`config.mk`:
```
export PLATFORM = sky130hd
export DESIGN_NAME = vx_tl_mem_bridge
export DESIGN_NICKNAME = d
export VERILOG_FILES = /design/src/rtl/vx_tl_pkg.sv /design/src/rtl/vx_tl_source_table.sv /design/src/rtl/vx_tl_mem_bridge.sv
export SDC_FILE = /design/constraint.sdc
export NUM_CORES = 1
export LEC_CHECK = 0
export ABC_AREA = 1
export CORE_AREA = 4 4 263 265
export CTS_BUF_LIST = sky130_fd_sc_hd__clkbuf_4 sky130_fd_sc_hd__clkbuf_8
export DETAILED_ROUTE_END_ITERATION = 8
export DIE_AREA = 0 0 267 269
export PLACE_DENSITY_LB_ADDON = 0.15
export RECOVER_POWER = 100
export SLEW_MARGIN = 20
export SYNTH_ARGS = -nofsm -noshare
export SYNTH_HDL_FRONTEND = slang
export SYNTH_SLANG_ARGS = --single-unit
```
`constraint.sdc`:
```
create_clock -name clock -period 5.4 [get_ports clock]
set_input_delay 1.62 -clock clock [delete_from_list [all_inputs] [get_ports clock]]
set_output_delay 1.62 -clock clock [all_outputs]
set_load 0.03 [all_outputs]
```
`src/rtl/vx_tl_pkg.sv`:
```
// Shared TileLink-UL definitions for the Vortex memory bridge: channel opcodes
// and beat-size helpers.
package vx_tl_pkg;

   localparam logic [2:0] TL_A_PUT_FULL_DATA    = 3'd0;
   localparam logic [2:0] TL_A_PUT_PARTIAL_DATA = 3'd1;
   localparam logic [2:0] TL_A_GET              = 3'd4;

   localparam logic [2:0] TL_D_ACCESS_ACK       = 3'd0;
   localparam logic [2:0] TL_D_ACCESS_ACK_DATA  = 3'd1;

   // Ceiling log2, usable in constant expressions.
   function automatic int unsigned tl_log2(input int unsigned value);
      int unsigned result;
      result = 0;
      for (int i = 0; i < 32; i++) begin
         if ((64'd1 << i) < 64'(value)) begin
            result = unsigned'(i + 1);
         end
      end
      return result;
   endfunction

   // TL a_size for a full-line beat of data_width bits.
   function automatic logic [3:0] tl_beat_size(input int unsigned data_width);
      return 4'(tl_log2(data_width / 8));
   endfunction

endpackage

```
`src/rtl/vx_tl_source_table.sv`:
```
// In-flight table: one slot per TL source holding the core tag and direction,
// with a lowest-free allocator, free-by-index, lookup and occupancy count.
module vx_tl_source_table
   import vx_tl_pkg::*;
#(
   parameter int SOURCE_WIDTH = 3,
   parameter int TAG_WIDTH    = 15
) (
   input  logic                    clock,
   input  logic                    reset,
   input  logic                    alloc_en,
   input  logic                    alloc_rw,
   input  logic [TAG_WIDTH-1:0]    alloc_tag,
   output logic                    alloc_ok,
   output logic [SOURCE_WIDTH-1:0] alloc_idx,
   input  logic                    free_en,
   input  logic [SOURCE_WIDTH-1:0] free_idx,
   input  logic [SOURCE_WIDTH-1:0] lookup_idx,
   output logic                    lookup_valid,
   output logic                    lookup_rw,
   output logic [TAG_WIDTH-1:0]    lookup_tag,
   output logic [SOURCE_WIDTH:0]   count
);

   localparam int DEPTH = 1 << SOURCE_WIDTH;

   logic [DEPTH-1:0]     valid_q, valid_d;
   logic [DEPTH-1:0]     rw_q, rw_d;
   logic [TAG_WIDTH-1:0] tag_q [DEPTH];
   logic [TAG_WIDTH-1:0] tag_d [DEPTH];
   logic [SOURCE_WIDTH:0] count_q, count_d;

   // Allocation looks only at registered valid bits, so a slot freed this
   // cycle is not handed out again until the next one.
   always_comb begin
      alloc_ok  = 1'b0;
      alloc_idx = '0;
      for (int i = DEPTH - 1; i >= 0; i--) begin
         if (!valid_q[i]) begin
            alloc_ok  = 1'b1;
            alloc_idx = SOURCE_WIDTH'(i);
         end
      end
   end

   always_comb begin
      lookup_valid = valid_q[lookup_idx];
      lookup_rw    = rw_q[lookup_idx];
      lookup_tag   = tag_q[lookup_idx];
      count        = count_q;
   end

   always_comb begin
      valid_d = valid_q;
      rw_d    = rw_q;
      tag_d   = tag_q;
      count_d = count_q;
      if (free_en) begin
         valid_d[free_idx] = 1'b0;
      end
      if (alloc_en) begin
         valid_d[alloc_idx] = 1'b1;
         rw_d[alloc_idx]    = alloc_rw;
         tag_d[alloc_idx]   = alloc_tag;
      end
      case ({alloc_en, free_en})
         2'b10:   count_d = count_q + (SOURCE_WIDTH + 1)'(1);
         2'b01:   count_d = count_q - (SOURCE_WIDTH + 1)'(1);
         default: count_d = count_q;
      endcase
   end

   always_ff @(posedge clock) begin
      if (reset) begin
         valid_q <= '0;
         rw_q    <= '0;
         tag_q   <= '{default: '0};
         count_q <= '0;
      end else begin
         valid_q <= valid_d;
         rw_q    <= rw_d;
         tag_q   <= tag_d;
         count_q <= count_d;
      end
   end

endmodule

```
`src/rtl/vx_tl_mem_bridge.sv`:
```
// Vortex core memory port to single-beat TileLink-UL master. Core tags are
// renumbered to compact TL sources through an in-flight table.
module vx_tl_mem_bridge
   import vx_tl_pkg::*;
#(
   parameter int DATA_WIDTH     = 128,
   parameter int ADDR_WIDTH     = 28,
   parameter int CORE_TAG_WIDTH = 15,
   parameter int SOURCE_WIDTH   = 3,
   parameter bit FWD_WRITE_ACK  = 1'b0
) (
   input  logic                                         clock,
   input  logic                                         reset,
   input  logic                                         core_req_valid,
   output logic                                         core_req_ready,
   input  logic                                         core_req_rw,
   input  logic [DATA_WIDTH/8-1:0]                      core_req_byteen,
   input  logic [ADDR_WIDTH-1:0]                        core_req_addr,
   input  logic [DATA_WIDTH-1:0]                        core_req_data,
   input  logic [CORE_TAG_WIDTH-1:0]                    core_req_tag,
   output logic                                         core_rsp_valid,
   input  logic                                         core_rsp_ready,
   output logic [DATA_WIDTH-1:0]                        core_rsp_data,
   output logic [CORE_TAG_WIDTH-1:0]                    core_rsp_tag,
   output logic                                         tl_a_valid,
   input  logic                                         tl_a_ready,
   output logic [2:0]                                   tl_a_opcode,
   output logic [2:0]                                   tl_a_param,
   output logic [3:0]                                   tl_a_size,
   output logic [SOURCE_WIDTH-1:0]                      tl_a_source,
   output logic [ADDR_WIDTH+$clog2(DATA_WIDTH/8)-1:0]   tl_a_address,
   output logic [DATA_WIDTH/8-1:0]                      tl_a_mask,
   output logic [DATA_WIDTH-1:0]                        tl_a_data,
   output logic                                         tl_a_corrupt,
   input  logic                                         tl_d_valid,
   output logic                                         tl_d_ready,
   input  logic [2:0]                                   tl_d_opcode,
   input  logic [SOURCE_WIDTH-1:0]                      tl_d_source,
   input  logic [DATA_WIDTH-1:0]                        tl_d_data,
   input  logic                                         tl_d_denied,
   input  logic                                         tl_d_corrupt,
   output logic [SOURCE_WIDTH:0]                        inflight_count,
   output logic                                         idle,
   output logic                                         err
);

   localparam int BYTES     = DATA_WIDTH / 8;
   localparam int OFF_W     = tl_log2(BYTES);
   localparam int TL_ADDR_W = ADDR_WIDTH + OFF_W;

   // Handshakes: a beat transfers on a rising edge where valid && ready.
   // Valid never depends on the same channel's ready; once raised it stays up
   // with payload stable until the transfer. Ready may depend combinationally
   // on the local output register being empty or draining this cycle.

   logic                      a_valid_q, a_valid_d;
   logic [2:0]                a_opcode_q, a_opcode_d;
   logic [SOURCE_WIDTH-1:0]   a_source_q, a_source_d;
   logic [TL_ADDR_W-1:0]      a_address_q, a_address_d;
   logic [BYTES-1:0]          a_mask_q, a_mask_d;
   logic [DATA_WIDTH-1:0]     a_data_q, a_data_d;

   logic                      rsp_valid_q, rsp_valid_d;
   logic [DATA_WIDTH-1:0]     rsp_data_q, rsp_data_d;
   logic [CORE_TAG_WIDTH-1:0] rsp_tag_q, rsp_tag_d;
   logic                      err_q, err_d;

   logic                      alloc_ok;
   logic [SOURCE_WIDTH-1:0]   alloc_idx;
   logic                      slot_valid;
   logic                      slot_rw;
   logic [CORE_TAG_WIDTH-1:0] slot_tag;
   logic [SOURCE_WIDTH:0]     table_count;

   logic req_fire;
   logic d_fire;
   logic d_is_data;
   logic d_is_ack;
   logic d_needs_rsp;
   logic d_bad;
   logic rsp_slot_free;
   logic free_en;

   vx_tl_source_table #(
      .SOURCE_WIDTH (SOURCE_WIDTH),
      .TAG_WIDTH    (CORE_TAG_WIDTH)
   ) u_source_table (
      .clock        (clock),
      .reset        (reset),
      .alloc_en     (req_fire),
      .alloc_rw     (core_req_rw),
      .alloc_tag    (core_req_tag),
      .alloc_ok     (alloc_ok),
      .alloc_idx    (alloc_idx),
      .free_en      (free_en),
      .free_idx     (tl_d_source),
      .lookup_idx   (tl_d_source),
      .lookup_valid (slot_valid),
      .lookup_rw    (slot_rw),
      .lookup_tag   (slot_tag),
      .count        (table_count)
   );

   always_comb begin
      core_req_ready = !reset && alloc_ok && (!a_valid_q || tl_a_ready);
      req_fire       = core_req_valid && core_req_ready;
   end

   always_comb begin
      a_valid_d   = a_valid_q;
      a_opcode_d  = a_opcode_q;
      a_source_d  = a_source_q;
      a_address_d = a_address_q;
      a_mask_d    = a_mask_q;
      a_data_d    = a_data_q;
      if (tl_a_ready) begin
         a_valid_d = 1'b0;
      end
      if (req_fire) begin
         a_valid_d   = 1'b1;
         a_source_d  = alloc_idx;
         a_address_d = {core_req_addr, {OFF_W{1'b0}}};
         a_data_d    = core_req_data;
         if (!core_req_rw) begin
            a_opcode_d = TL_A_GET;
            a_mask_d   = '1;
         end else begin
            a_opcode_d = (&core_req_byteen) ? TL_A_PUT_FULL_DATA : TL_A_PUT_PARTIAL_DATA;
            a_mask_d   = core_req_byteen;
         end
      end
   end

   // D beats that need no core response (plain acks, stray sources) are
   // always accepted so a full response register never blocks slot release.
   always_comb begin
      d_is_data     = (tl_d_opcode == TL_D_ACCESS_ACK_DATA);
      d_is_ack      = (tl_d_opcode == TL_D_ACCESS_ACK);
      d_needs_rsp   = slot_valid && (d_is_data || (d_is_ack && FWD_WRITE_ACK));
      rsp_slot_free = !rsp_valid_q || core_rsp_ready;
      tl_d_ready    = !reset && (!d_needs_rsp || rsp_slot_free);
      d_fire        = tl_d_valid && tl_d_ready;
      free_en       = d_fire && slot_valid;
      d_bad         = !slot_valid || tl_d_denied || tl_d_corrupt ||
                      !((d_is_data && !slot_rw) || (d_is_ack && slot_rw));
   end

   always_comb begin
      rsp_valid_d = rsp_valid_q;
      rsp_data_d  = rsp_data_q;
      rsp_tag_d   = rsp_tag_q;
      err_d       = err_q;
      if (core_rsp_ready) begin
         rsp_valid_d = 1'b0;
      end
      if (d_fire && d_needs_rsp) begin
         rsp_valid_d = 1'b1;
         rsp_data_d  = d_is_data ? tl_d_data : '0;
         rsp_tag_d   = slot_tag;
      end
      if (d_fire && d_bad) begin
         err_d = 1'b1;
      end
   end

   always_ff @(posedge clock) begin
      if (reset) begin
         a_valid_q   <= 1'b0;
         a_opcode_q  <= '0;
         a_source_q  <= '0;
         a_address_q <= '0;
         a_mask_q    <= '0;
         a_data_q    <= '0;
         rsp_valid_q <= 1'b0;
         rsp_data_q  <= '0;
         rsp_tag_q   <= '0;
         err_q       <= 1'b0;
      end else begin
         a_valid_q   <= a_valid_d;
         a_opcode_q  <= a_opcode_d;
         a_source_q  <= a_source_d;
         a_address_q <= a_address_d;
         a_mask_q    <= a_mask_d;
         a_data_q    <= a_data_d;
         rsp_valid_q <= rsp_valid_d;
         rsp_data_q  <= rsp_data_d;
         rsp_tag_q   <= rsp_tag_d;
         err_q       <= err_d;
      end
   end

   always_comb begin
      tl_a_valid     = a_valid_q;
      tl_a_opcode    = a_opcode_q;
      tl_a_param     = 3'd0;
      tl_a_size      = tl_beat_size(DATA_WIDTH);
      tl_a_source    = a_source_q;
      tl_a_address   = a_address_q;
      tl_a_mask      = a_mask_q;
      tl_a_data      = a_data_q;
      tl_a_corrupt   = 1'b0;
      core_rsp_valid = rsp_valid_q;
      core_rsp_data  = rsp_data_q;
      core_rsp_tag   = rsp_tag_q;
      inflight_count = table_count;
      idle           = (table_count == '0) && !a_valid_q && !rsp_valid_q;
      err            = err_q;
   end

endmodule
```
==> results.py <==
metrics = {
    "clock_tree": {
        "cts.clk_slew.worst_paths_ps": 50,
        "cts_buffer_depth": 3,
        "cts_tree": "built",
        "ctsHoldBuffers": 0,
        "cts-root-buf": "clkbuf_8",
        "cts-buffers-inserted": 88,
        "cts_sinks": 463,
        "cts_resized": 0,
        "insertion_delay_ps": 670,
        "htreeDepth": 3,
        "cts_setup_buffers": 0,
    },
    "drt": {
        "detail_route.wl_per_cell_microns": 17.44,
        "via_per_inst": 4.451,
        "antenna_left": 0,
        "drtPass1Iterations": 6,
        "drc_errors": 0,
        "drt_iter0_drc": 1194,
        "vias": 18910,
        "drt_wl_total_microns": 74090,
    },
    "yosys": {
        "synth-seq-cells": 463,
        "yosys.area_share.simple_pct": 30.43,
        "synth-main-ff-cell": "dfxtp_1",
        "muxShareOfSynthArea_pct": 0,
        "synth_top_family_by_area": "simple AND/OR/NAND/NOR gates",
        "synth-xor-area-share_pct": 0.1410,
        "synth_area_per_cell_sq_um": 6.935,
        "yosys_warnings": 0,
        "synthCells": 2687,
        "ys_top_cells_by_area": "dfxtp_1 50%, nand2_1 15%, nor2_1 11%",
        "synth-compound-area-share_pct": 9.703,
        "synth_edf_count": 0,
        "synth_fa_ha_area_share_pct": 0.2014,
        "yosysUniqueCellTypes": 31,
        "synth_area_leader_cell": "dfxtp_1",
        "syn_area_sq_um": 18630,
        "synth_top_area_share_pct": 49.74,
        "synth_async_sr_flop_share_pct": 0,
        "ys_seq_area_share_pct": 49.74,
    },
    "hold_path": {
        "timing.hold.worst.class": "flip-flop to flip-flop",
    },
    "power_and_ir_drop": {
        "finalPower_w": 0.008225,
        "power_density_nw_per_um2": 298.0,
        "vdd_drop_max_mv": 0.1671,
        "leakage_nw": 11.92,
    },
    "floorplan": {
        "ios": 673,
        "die_x_microns": 267,
        "core_sq_um": 66800,
        "start_util_pct": 27.89,
        "core.rowCount": 95,
        "die-area_sq_um": 71820,
        "die_y_microns": 269,
    },
    "place": {
        "dp_slack_ps": 463.8,
        "placedCellCount": 4082,
        "place_hpwl_microns": 53180,
        "placed_cell_area_sq_um": 25760,
        "port_buffers": 659,
        "gp_congestion": 0.8486,
    },
    "global_route": {
        "grt_util_met2_pct": 32.89,
        "grt.busiest_layer": "met2",
        "met1_usage_pct": 22.32,
        "grt_overflow": 0,
        "antenna_found_initial": 14,
        "grt_first_pass_wirelength_microns": 108800,
        "grt_usage_pct": 19.44,
        "use_met3_pct": 7.063,
        "grt_pass1_vias": 18180,
        "grt_start_max_net_pins": 200,
    },
    "timing": {
        "setup_ws_ps": 363.6,
        "setup_tns_ps": 0,
        "finalCriticalPeriod_ps": 5036,
        "fin_crit_sh_pct": 93.27,
        "finalHoldViolations": 0,
        "finalSetupViolCount": 0,
        "rsz0062_at_grt": "no",
        "worst_pin_slew_ps": 2052,
        "max_freq_mhz": 198.6,
        "slew_headroom_pct": -36.77,
        "slew_viol_final": 336,
        "fin_skew_ps": 45.73,
    },
    "layout": {
        "fin_area_sq_um": 27600,
        "fin_cells": 4248,
        "drive_gt1_share_pct": 5.409,
        "multi_input_area_sq_um": 7548,
        "synthToLayoutAreaGrowth_pct": 48.11,
        "regArea_sq_um": 9269,
        "finalNetCount": 3632,
        "fillerInstances": 6880,
    },
    "setup_path": {
        "r2r_cells": 13,
        "cp-startpoint": "tl_d_source[2]",
        "r2r-end": "u_source_table.tag_q[46]",
        "cp-endpoint": "tl_d_ready",
        "reg2reg_slack_ps": 1470,
        "worstPathArrival_ps": 3420,
        "critPathCaptureType": "output port",
        "worstPathRequired_ps": 3780,
        "crit_fanout": 12,
        "regToRegStartpoint": "u_source_table.valid_q[0]",
        "crit_type": "input port to output port",
        "startpoint_type": "input port",
    },
    "outcome": {
        "status": "complete, but fails checks",
        "violations": "capacitance limit, slew limit",
    },
    "flow_run": {
        "drv_cap": 2,
    },
}
[area by class of cell]
cell class	instances	area share [%]
flip-flops and latches	463	33.58
multi-input cells	1811	27.35
repair buffers	682	24.56
clock buffers	138	6.293
well taps	873	3.958
inverters	253	3.477
clock inverters	18	0.6891
diodes	10	0.09067
[critical path: stages]
cell           delay [ps]
dlygate4sd3_1         720
inv_2                 180
nor2_1                160
nand2_1                60
nor2_1                100
nor2_1                 60
nand2_1               140
nand2_1                70
nand2_1                80
inv_1                  50
clkbuf_2              170
[Yosys cell counts (3+ instances only)]
cell type / count
nand2_1: 767
nor2_1: 541
dfxtp_1: 463
inv_1: 243
a21oi_1: 217
o21ai_0: 107
clkbuf_1: 78
nand3_1: 72
buf_4: 41
buf_2: 38
nand4_1: 29
nor3_1: 19
buf_1: 11
inv_2: 8
o21bai_1: 8
o22ai_1: 8
nand2_2: 7
a22oi_1: 5
buf_6: 3
ha_1: 3
nor2_4: 3
[metrics by stage]
step | hold WS [ps] | utilization (%)
finish | 449.8 | 41.31
global route | 470.3 | 41.30
CTS | 451.7 | 41.44
detailed placement | 443.6 | 38.56
global placement | 441.4 | 38.56
floorplan | 440.1 | -
[worst min-delay path by stage]
| stage | startpoint | to | slack [ps] | cells after the start |
|---|---|---|---|---|
| after floorplan | u_source_table.tag_q[67] | u_source_table.tag_q[67] | 440 | 2 |
| after global placement | err | err | 440 | 2 |
| after detailed placement | err | err | 440 | 2 |
| after CTS | err | err | 450 | 2 |
| after global routing | u_source_table.tag_q[63] | u_source_table.tag_q[63] | 470 | 2 |
| final | err | err | 450 | 2 |
[report_power, final]
group	internal [W]	switching (W)
Sequential	0.00350	0.0000437
Combinational	0.000403	0.000532
Clock	0.00219	0.00156
[layer usage]
metal  wire length, microns  share of wire [%]
met1                  29250                 39
met2                  35140                 47
met3                   6747                9.1
met4                   2927                4.0
met5                     23              0.031
[logic make-up after synthesis]
family / after synthesis
adders and majority gates: 3
xor gates and xnor gates: 3
other: 2
AOI/OAI and AO/OA: 349
buffers and inverters: 424
DFF: 463
and+or+nand+nor: 1443
[cell usage in the layout (no fill, tap or decap), types with 3 or more instances in the layout]
cell type,n
diode_2,10
nand3_1,72
o21ai_0,107
nand2_1,774
clkbuf_1,6
buf_4,11
o22ai_1,8
a22oi_1,5
clkinv_1,3
buf_12,3
clkdlybuf4s50_1,326
a21oi_1,217
conb_1,13
bufinv_16,3
dfxtp_1,463
nand4_1,30
o21bai_1,8
dlygate4sd3_1,331
clkbuf_4,28
inv_1,247
nor3_1,19
nor2_1,543
clkinv_2,11
ha_1,3
clkbuf_8,112
[state kept, by name, summed over array words and instances (netlist names)]
register,cells
core_rsp_data,128
core_rsp_tag,15
core_rsp_valid,1
err,1
tl_a_address,28
tl_a_data,128
tl_a_mask,16
tl_a_opcode,2
tl_a_source,3
tl_a_valid,1
u_source_table.count,4
u_source_table.rw_q,8
u_source_table.tag_q,120
u_source_table.valid_q,8
(Power assumes the default switching activity.)
